**config.mk**
```make
export PLATFORM = sky130hd
export DESIGN_NAME = i2cmb_wb_sequencer
export DESIGN_NICKNAME = d
export VERILOG_FILES = /design/src/rtl/i2cmb_wb_sequencer.sv
export SDC_FILE = /design/constraint.sdc
export NUM_CORES = 1
export LEC_CHECK = 0
export BUFFER_PORTS_ARGS = -buffer_cell sky130_fd_sc_hd__buf_2
export CORE_AREA = 2 2 59 117
export DETAILED_ROUTE_END_ITERATION = 10
export DIE_AREA = 0 0 61 119
export PLACE_DENSITY = 0.87
export SETUP_SLACK_MARGIN = 0.02
export SYNTH_ARGS = -nofsm -noshare
export SYNTH_HDL_FRONTEND = slang
export SYNTH_SLANG_ARGS = --single-unit
```
**constraint.sdc**
```tcl
create_clock -name clk_i -period 5 [get_ports clk_i]
set_input_delay 1 -clock clk_i [delete_from_list [all_inputs] [get_ports clk_i]]
set_output_delay 1 -clock clk_i [all_outputs]
set_load 0.01 [all_outputs]
```
**src/rtl/i2cmb_wb_sequencer.sv**
```systemverilog
// Wishbone master sequencer for the iicmb_m_wb core: expands single-byte
// I2C read/write requests into the CSR/DPR/CMDR register program and
// reports completion status back to the requester.
module i2cmb_wb_sequencer #(
  parameter int unsigned NUM_I2C_BUSSES = 1,
  parameter int unsigned TIMEOUT_CYCLES = 65535,
  localparam int unsigned BUS_W = (NUM_I2C_BUSSES > 1) ? $clog2(NUM_I2C_BUSSES) : 1
) (
  input  logic             clk_i,
  input  logic             rst_ni,
  input  logic             req_valid_i,
  output logic             req_ready_o,
  input  logic             req_rw_i,
  input  logic [BUS_W-1:0] req_bus_i,
  input  logic [6:0]       req_addr_i,
  input  logic [7:0]       req_data_i,
  output logic             rsp_valid_o,
  output logic [7:0]       rsp_data_o,
  output logic [1:0]       rsp_status_o,
  output logic             cyc_o,
  output logic             stb_o,
  output logic             we_o,
  output logic [1:0]       adr_o,
  output logic [7:0]       dat_o,
  input  logic [7:0]       dat_i,
  input  logic             ack_i,
  input  logic             irq_i
);

  localparam int unsigned CNT_W = (TIMEOUT_CYCLES > 1) ? $clog2(TIMEOUT_CYCLES + 1) : 1;

  localparam logic [1:0] REG_CSR  = 2'd0;
  localparam logic [1:0] REG_DPR  = 2'd1;
  localparam logic [1:0] REG_CMDR = 2'd2;

  localparam logic [1:0] ST_OK  = 2'b00;
  localparam logic [1:0] ST_NAK = 2'b01;
  localparam logic [1:0] ST_AL  = 2'b10;
  localparam logic [1:0] ST_ERR = 2'b11;

  typedef enum logic [3:0] {
    S_ENABLE, S_IDLE, S_SETBUS_DPR, S_SETBUS_CMD, S_START_CMD, S_ADDR_DPR,
    S_ADDR_CMD, S_DATA_DPR, S_DATA_CMD, S_STOP_CMD, S_WAIT, S_RD_CMDR,
    S_RD_DPR, S_RESP
  } state_t;

  typedef enum logic [2:0] {P_SETBUS, P_START, P_ADDR, P_DATA, P_STOP} phase_t;

  state_t             state;
  phase_t             phase;
  logic               rw_q;
  logic [BUS_W-1:0]   bus_q;
  logic [6:0]         addr_q;
  logic [7:0]         data_q;
  logic [BUS_W-1:0]   last_bus;
  logic               bus_valid;
  logic               nak_q;
  logic [CNT_W-1:0]   tmo_cnt;

  logic               acc_en;
  logic               acc_we;
  logic               acc_cmd;
  logic [1:0]         acc_adr;
  logic [7:0]         acc_dat;
  phase_t             acc_phase;

  logic               nak_ok;
  logic               dec_abort;
  logic               dec_nak;
  logic [1:0]         dec_status;

  // Register access each state performs; acc_cmd marks CMDR writes that are followed by WAIT.
  always_comb begin
    acc_en    = 1'b1;
    acc_we    = 1'b1;
    acc_cmd   = 1'b0;
    acc_adr   = REG_CMDR;
    acc_dat   = '0;
    acc_phase = P_START;
    case (state)
      S_ENABLE:     begin acc_adr = REG_CSR; acc_dat = 8'hC0; end
      S_SETBUS_DPR: begin acc_adr = REG_DPR; acc_dat = 8'(bus_q); end
      S_SETBUS_CMD: begin acc_cmd = 1'b1; acc_dat = 8'h06; acc_phase = P_SETBUS; end
      S_START_CMD:  begin acc_cmd = 1'b1; acc_dat = 8'h04; acc_phase = P_START; end
      S_ADDR_DPR:   begin acc_adr = REG_DPR; acc_dat = {addr_q, rw_q}; end
      S_ADDR_CMD:   begin acc_cmd = 1'b1; acc_dat = 8'h01; acc_phase = P_ADDR; end
      S_DATA_DPR:   begin acc_adr = REG_DPR; acc_dat = data_q; end
      S_DATA_CMD:   begin acc_cmd = 1'b1; acc_dat = rw_q ? 8'h03 : 8'h01; acc_phase = P_DATA; end
      S_STOP_CMD:   begin acc_cmd = 1'b1; acc_dat = 8'h05; acc_phase = P_STOP; end
      S_RD_CMDR:    acc_we = 1'b0;
      S_RD_DPR:     begin acc_we = 1'b0; acc_adr = REG_DPR; end
      default:      acc_en = 1'b0;
    endcase
  end

  // CMDR status decode with ERR > AL > NAK > DON priority; NAK is only recoverable on ADDR/write DATA.
  always_comb begin
    nak_ok     = (phase == P_ADDR) || ((phase == P_DATA) && !rw_q);
    dec_abort  = 1'b0;
    dec_nak    = 1'b0;
    dec_status = ST_ERR;
    if (dat_i[4]) begin
      dec_abort = 1'b1;
    end else if (dat_i[5]) begin
      dec_abort  = 1'b1;
      dec_status = ST_AL;
    end else if (dat_i[6]) begin
      if (nak_ok) dec_nak = 1'b1;
      else        dec_abort = 1'b1;
    end else if (!dat_i[7]) begin
      dec_abort = 1'b1;
    end
  end

  // Sequencer FSM: Wishbone cycle handling, irq wait/timeout and response generation.
  always_ff @(posedge clk_i or negedge rst_ni) begin
    if (!rst_ni) begin
      state        <= S_ENABLE;
      phase        <= P_START;
      rw_q         <= 1'b0;
      bus_q        <= '0;
      addr_q       <= '0;
      data_q       <= '0;
      last_bus     <= '0;
      bus_valid    <= 1'b0;
      nak_q        <= 1'b0;
      tmo_cnt      <= '0;
      req_ready_o  <= 1'b0;
      rsp_valid_o  <= 1'b0;
      rsp_data_o   <= '0;
      rsp_status_o <= '0;
      cyc_o        <= 1'b0;
      stb_o        <= 1'b0;
      we_o         <= 1'b0;
      adr_o        <= '0;
      dat_o        <= '0;
    end else begin
      rsp_valid_o <= 1'b0;
      if (acc_en) begin
        if (!cyc_o) begin
          cyc_o <= 1'b1;
          stb_o <= 1'b1;
          we_o  <= acc_we;
          adr_o <= acc_adr;
          dat_o <= acc_dat;
        end else if (ack_i) begin
          cyc_o <= 1'b0;
          stb_o <= 1'b0;
          we_o  <= 1'b0;
          adr_o <= '0;
          dat_o <= '0;
          if (acc_cmd) begin
            phase   <= acc_phase;
            tmo_cnt <= '0;
            state   <= S_WAIT;
          end else begin
            case (state)
              S_ENABLE:     begin state <= S_IDLE; req_ready_o <= 1'b1; end
              S_SETBUS_DPR: state <= S_SETBUS_CMD;
              S_ADDR_DPR:   state <= S_ADDR_CMD;
              S_DATA_DPR:   state <= S_DATA_CMD;
              S_RD_DPR: begin
                rsp_data_o   <= dat_i;
                rsp_status_o <= ST_OK;
                rsp_valid_o  <= 1'b1;
                state        <= S_RESP;
              end
              S_RD_CMDR: begin
                if (dec_abort) begin
                  rsp_status_o <= dec_status;
                  bus_valid    <= 1'b0;
                  rsp_valid_o  <= 1'b1;
                  state        <= S_RESP;
                end else if (dec_nak) begin
                  nak_q <= 1'b1;
                  state <= S_STOP_CMD;
                end else begin
                  case (phase)
                    P_SETBUS: begin
                      last_bus  <= bus_q;
                      bus_valid <= 1'b1;
                      state     <= S_START_CMD;
                    end
                    P_START: state <= S_ADDR_DPR;
                    P_ADDR:  state <= rw_q ? S_DATA_CMD : S_DATA_DPR;
                    P_DATA:  state <= S_STOP_CMD;
                    default: begin
                      if (!nak_q && rw_q) begin
                        state <= S_RD_DPR;
                      end else begin
                        rsp_status_o <= nak_q ? ST_NAK : ST_OK;
                        rsp_valid_o  <= 1'b1;
                        state        <= S_RESP;
                      end
                    end
                  endcase
                end
              end
              default: state <= state;
            endcase
          end
        end
      end else begin
        case (state)
          S_IDLE: begin
            if (req_valid_i) begin
              req_ready_o <= 1'b0;
              rw_q        <= req_rw_i;
              bus_q       <= req_bus_i;
              addr_q      <= req_addr_i;
              data_q      <= req_data_i;
              nak_q       <= 1'b0;
              state       <= (!bus_valid || (req_bus_i != last_bus)) ? S_SETBUS_DPR : S_START_CMD;
            end
          end
          S_WAIT: begin
            if (irq_i) begin
              state <= S_RD_CMDR;
            end else if (tmo_cnt == CNT_W'(TIMEOUT_CYCLES - 1)) begin
              rsp_status_o <= ST_ERR;
              bus_valid    <= 1'b0;
              rsp_valid_o  <= 1'b1;
              state        <= S_RESP;
            end else begin
              tmo_cnt <= tmo_cnt + CNT_W'(1);
            end
          end
          S_RESP: begin
            req_ready_o <= 1'b1;
            state       <= S_IDLE;
          end
          default: state <= state;
        endcase
      end
    end
  end

endmodule

```
==> results <==
- The final instance count without filler cells is 534.
- After synthesis the cells add up to 3780 sq um.
- After layout, the minimum clock period comes to 3.03 ns.
- The number of hold violations in the final report was 0.
- The required time of the critical path is 5.26 ns.
- The synthesized design contains 0 enable-type register cells.
- The share of the synthesized area in compound gates (AO/OA/AOI/OAI) is 22.4%.
- The clock sink total is 68.
- The biggest area contributor in the post-synthesis netlist is sky130_fd_sc_hd__dfrtp_1.
- The number of antenna violations at the first check in global routing came to 0.
- The unique cell type count in the Yosys netlist is 59.
- The area of the die is 7260 sq um.
- The register area share after synthesis is 45.0%.
- The count of instances resized after the clock tree is built is 0.
- The core area is 6460 sq um.
- The clock latency of the later-clocked register in the worst-skew pair is 0.34 ns.
- The count of warnings emitted by yosys is 0.
- Synthesis handed over a netlist of 397 instances.
- The dominant combinational cell family by area after synthesis is compound AO/OA/AOI/OAI gates.
- The relative area change from synthesis to final layout is 17.2%.
- Measured in cells, the most critical reg-to-reg path has a length of 5.
- The number of antenna diodes in the final layout is 0.
- The worst path uses 60.6% of the clock period.
- The floorplan has 42 rows.
- The master cell of the clock root buffer is sky130_fd_sc_hd__clkbuf_16.
- The first global-routing pass estimated 15100 um of wire.
- The synthesized netlist devotes 0.662% of its cell area to adder and majority cells.
- For this design the static power due to leakage is 1.98 nW.
- The cell area after placement is 4070 sq um.
- STA classifies the critical path startpoint as a register.
- After clock tree synthesis, the clock-pin slew on the worst setup and hold paths is 0.05 ns.
- After synthesis, the share of flip-flops with an asynchronous set or reset is 100%.
- The maximum fanout along the worst path is 34.
- The multiplexer fraction of the synthesized cell area is 9.33%.
- The library cell used most frequently in the layout, excluding fill and tap cells, is sky130_fd_sc_hd__dfrtp_1.
- Counting along the longest clock path gives a buffer depth of 2.
- After synthesis, the mean cell area works out to 9.52 sq um.
- The final net count is 473.
- In the routed layout, each cell is associated on average with a via count of 6.25.
- The worst hold path class is register to register.
- The count of port buffers added during placement is 54.
- Setup repair after global routing left no endpoint under its margin.
- The actual transition at the worst max-transition pin is 1.04 ns.
- The achievable clock frequency is 330 MHz.
- The die is 119 um tall.
- The number of levels in the clock H-tree is 3.
- The type of the worst setup path is register to register.
- Across all layers, the routed design uses 3336 vias.
- Data arrives at the worst endpoint at 3.29 ns.
- After Yosys synthesis, XOR and XNOR cells account for 0.463% of the synthesized area.
- The post-detailed-placement half-perimeter wirelength is 6210 um.
- The least setup slack across all paths after layout is 1.97 ns.
- At the end of routability-driven placement, the weighted congestion stood at 0.992.
- After global routing the overflow that remains totals 0.
- In this run, synthesis produced a sequential element count of 68.
- The pin count of the biggest net entering global routing is 69.
- The fraction of the mapped netlist area in simple logic gates is 18.0%.
- For this run, the detailed router's first-pass iteration total came to 5.
- Counting every net in the synthesized netlist gives 429.
- The average wire per standard cell is 17.0 um.
- The kind of end point of the critical path is a register.
- Once placement completed, the tool counted placed cells totaling 518.
- Summing all non-filler instances in the final layout gives an area of 4430 sq um.
- The most used flip-flop cell after synthesis is sky130_fd_sc_hd__dfrtp_1.
- For this design the ratio of total power to cell area is 613 nW/um^2.
- In this run the tightest slew margin relative to its limit is 30.4%.
- Once the floorplan was initialized, standard cells occupied 58.5% of the core.
- The violation count after the first detailed-routing iteration is 235.
- The endpoint identified for the worst register-to-register timing path is tmo_cnt[4]$_DFFE_PN0P_.
- From left edge to right edge, the die measures 61 um.
- The worst-case IR drop observed on VDD is 0.510 mV.
- In the layout the commonest cells are sky130_fd_sc_hd__dfrtp_1, sky130_fd_sc_hd__buf_2, sky130_fd_sc_hd__nand2_1.
- Adding up every negative setup slack in the final design gives 0 ns.
- The overall track demand over capacity in global routing is 27.7%.
- In this run the post-CTS setup repair buffer count came out at 0.
- Setup violations remaining at the end of the flow were counted as 0.
- The total detailed-routing wirelength is 9050 um.
- The CTS tree is done.
- The I/O pin total is 55.
- For this design, the CTS-stage hold fixing added 0 buffers.
- The final-report max-slew violation count is 0.
- The minimum setup slack after placement is 1.98 ns.
- The worst hold path terminates at dat_o[4]$_DFFE_PN0P_.
- The number of buffers created by CTS is 9.
- The startpoint of the most critical register-to-register path is state[2]$_DFFE_PN0P_.
- The share of synthesized area in the top cell type comes to 44.3%.
- The worst hold path begins at dat_o[4]$_DFFE_PN0P_.
- Counting instances, the worst hold path has a depth of 2.
- The worst clock skew on the final layout is 0.00523 ns.
- Sorting the synthesized cells by area gives the leading types as sky130_fd_sc_hd__dfrtp_1, sky130_fd_sc_hd__mux2_2, sky130_fd_sc_hd__a21oi_1, sky130_fd_sc_hd__o21ai_0, sky130_fd_sc_hd__nand2_1.
- The run finished with clean final reports.
- The number of remaining DRC errors is 0.
- The tool flagged a number of max-cap violations equal to 0.
- The worst setup slack for register-to-register paths is 1.97 ns.
- The fraction of layout instances using a drive strength above 1 is 24.2%.
- The number of global-route vias before repair is 3088.
- The post-route antenna net violation count is 0.
==> area by class of cell <==
cell class	count	area, sq um
sequential	68	1700
fill	500	2030
tap	88	110
clock inverter	5	108
inverter	12	45.0
clock buffer	11	253
multi-input combinational	293	1920
timing repair buffer	57	293
==> worst max-delay path by stage <==
stage	startpoint	to	cells after the start
2_1_floorplan	dat_i[4]	state[0]$_DFFE_PN0P_	5
5_1_grt	state[2]$_DFFE_PN0P_	tmo_cnt[4]$_DFFE_PN0P_	5
6_report	state[2]$_DFFE_PN0P_	tmo_cnt[4]$_DFFE_PN0P_	5
4_1_cts	state[2]$_DFFE_PN0P_	tmo_cnt[4]$_DFFE_PN0P_	5
3_3_place_gp	ack_i	tmo_cnt[4]$_DFFE_PN0P_	6
3_5_place_dp	ack_i	tmo_cnt[3]$_DFFE_PN0P_	6
==> worst max-delay path: stages (launching register included) <==
cell and delay, ns:
sky130_fd_sc_hd__dfrtp_1 0.95, sky130_fd_sc_hd__nand2_1 0.39, sky130_fd_sc_hd__a31o_1 0.36, sky130_fd_sc_hd__o21a_1 0.47, sky130_fd_sc_hd__or4_1 0.62, sky130_fd_sc_hd__a21oi_1 0.15
==> synthesized netlist by cell type, types with 2 or more instances <==
cell type	instances
sky130_fd_sc_hd__o2111ai_1	7
sky130_fd_sc_hd__nand3b_1	3
sky130_fd_sc_hd__dfrtp_1	67
sky130_fd_sc_hd__nor3_1	8
sky130_fd_sc_hd__or4_1	8
sky130_fd_sc_hd__and4_1	2
sky130_fd_sc_hd__buf_1	3
sky130_fd_sc_hd__o21a_1	5
sky130_fd_sc_hd__o21ai_1	3
sky130_fd_sc_hd__a21oi_1	32
sky130_fd_sc_hd__and3_1	4
sky130_fd_sc_hd__o22a_1	3
sky130_fd_sc_hd__o21bai_1	3
sky130_fd_sc_hd__nor4_1	2
sky130_fd_sc_hd__xnor2_1	2
sky130_fd_sc_hd__nand2b_1	3
sky130_fd_sc_hd__a21boi_0	2
sky130_fd_sc_hd__mux2i_1	6
sky130_fd_sc_hd__ha_1	2
sky130_fd_sc_hd__nor3b_1	2
sky130_fd_sc_hd__nand3_1	7
sky130_fd_sc_hd__o31ai_1	4
sky130_fd_sc_hd__a31oi_1	7
sky130_fd_sc_hd__nand4_1	6
sky130_fd_sc_hd__o32ai_1	4
sky130_fd_sc_hd__clkbuf_1	14
sky130_fd_sc_hd__and2_1	3
sky130_fd_sc_hd__o211ai_1	2
sky130_fd_sc_hd__nor2_1	22
sky130_fd_sc_hd__o22ai_1	7
sky130_fd_sc_hd__inv_1	12
sky130_fd_sc_hd__or3_1	8
sky130_fd_sc_hd__a211oi_1	2
sky130_fd_sc_hd__or2_2	3
sky130_fd_sc_hd__nand2_1	34
sky130_fd_sc_hd__nor4b_1	2
sky130_fd_sc_hd__buf_6	2
sky130_fd_sc_hd__a22o_1	6
sky130_fd_sc_hd__nor2b_1	6
sky130_fd_sc_hd__buf_2	5
sky130_fd_sc_hd__o21ai_0	29
sky130_fd_sc_hd__o41ai_1	2
sky130_fd_sc_hd__mux2_2	26
sky130_fd_sc_hd__a22oi_1	2
==> per-layer routing <==
layer | routed length (um) | up-vias | global-route usage (%) | part of all wire [%]
met1 | 3840 | 1592 | 39.3 | 42
met4 | 288 | 0 | 12.6 | 3.2
met5 | 0 | - | 0 | 0
met2 | 4360 | 128 | 39.0 | 48
met3 | 558 | 24 | 7.71 | 6.2
li1 | - | 1592 | - | -
==> metrics by stage <==
| stage | hold WS, ns | power (mW) | utilization, % |
|---|---|---|---|
| 2_1_floorplan | 0.470 | 1.68 | - |
| 3_3_place_gp | 0.461 | 1.93 | 63.0 |
| 3_5_place_dp | 0.471 | 1.95 | 63.0 |
| 4_1_cts | 0.483 | 2.72 | 68.6 |
| 5_1_grt | 0.512 | 2.89 | 68.6 |
| 6_report | 0.484 | 2.72 | 68.6 |
==> cells by family after synthesis <==
family                     Yosys count
AOI/OAI and AO/OA                  130
and+or+nand+nor                    127
DFF                                 68
buffers and inverters               36
muxes                               32
xor gates and xnor gates             2
adders and majority gates            2
==> power by group <==
group | internal (mW) | switching (mW)
Combinational | 0.413 | 0.603
Clock | 0.515 | 0.231
Sequential | 0.721 | 0.235
==> registers in the layout (all words and copies together) (netlist names), 2 cells and up <==
signal        count
addr_q            7
dat_o             8
phase             3
rsp_status_o      2
adr_o             2
data_q            8
state             4
rsp_data_o        8
tmo_cnt          16
Power figures use the tool's default switching activity.
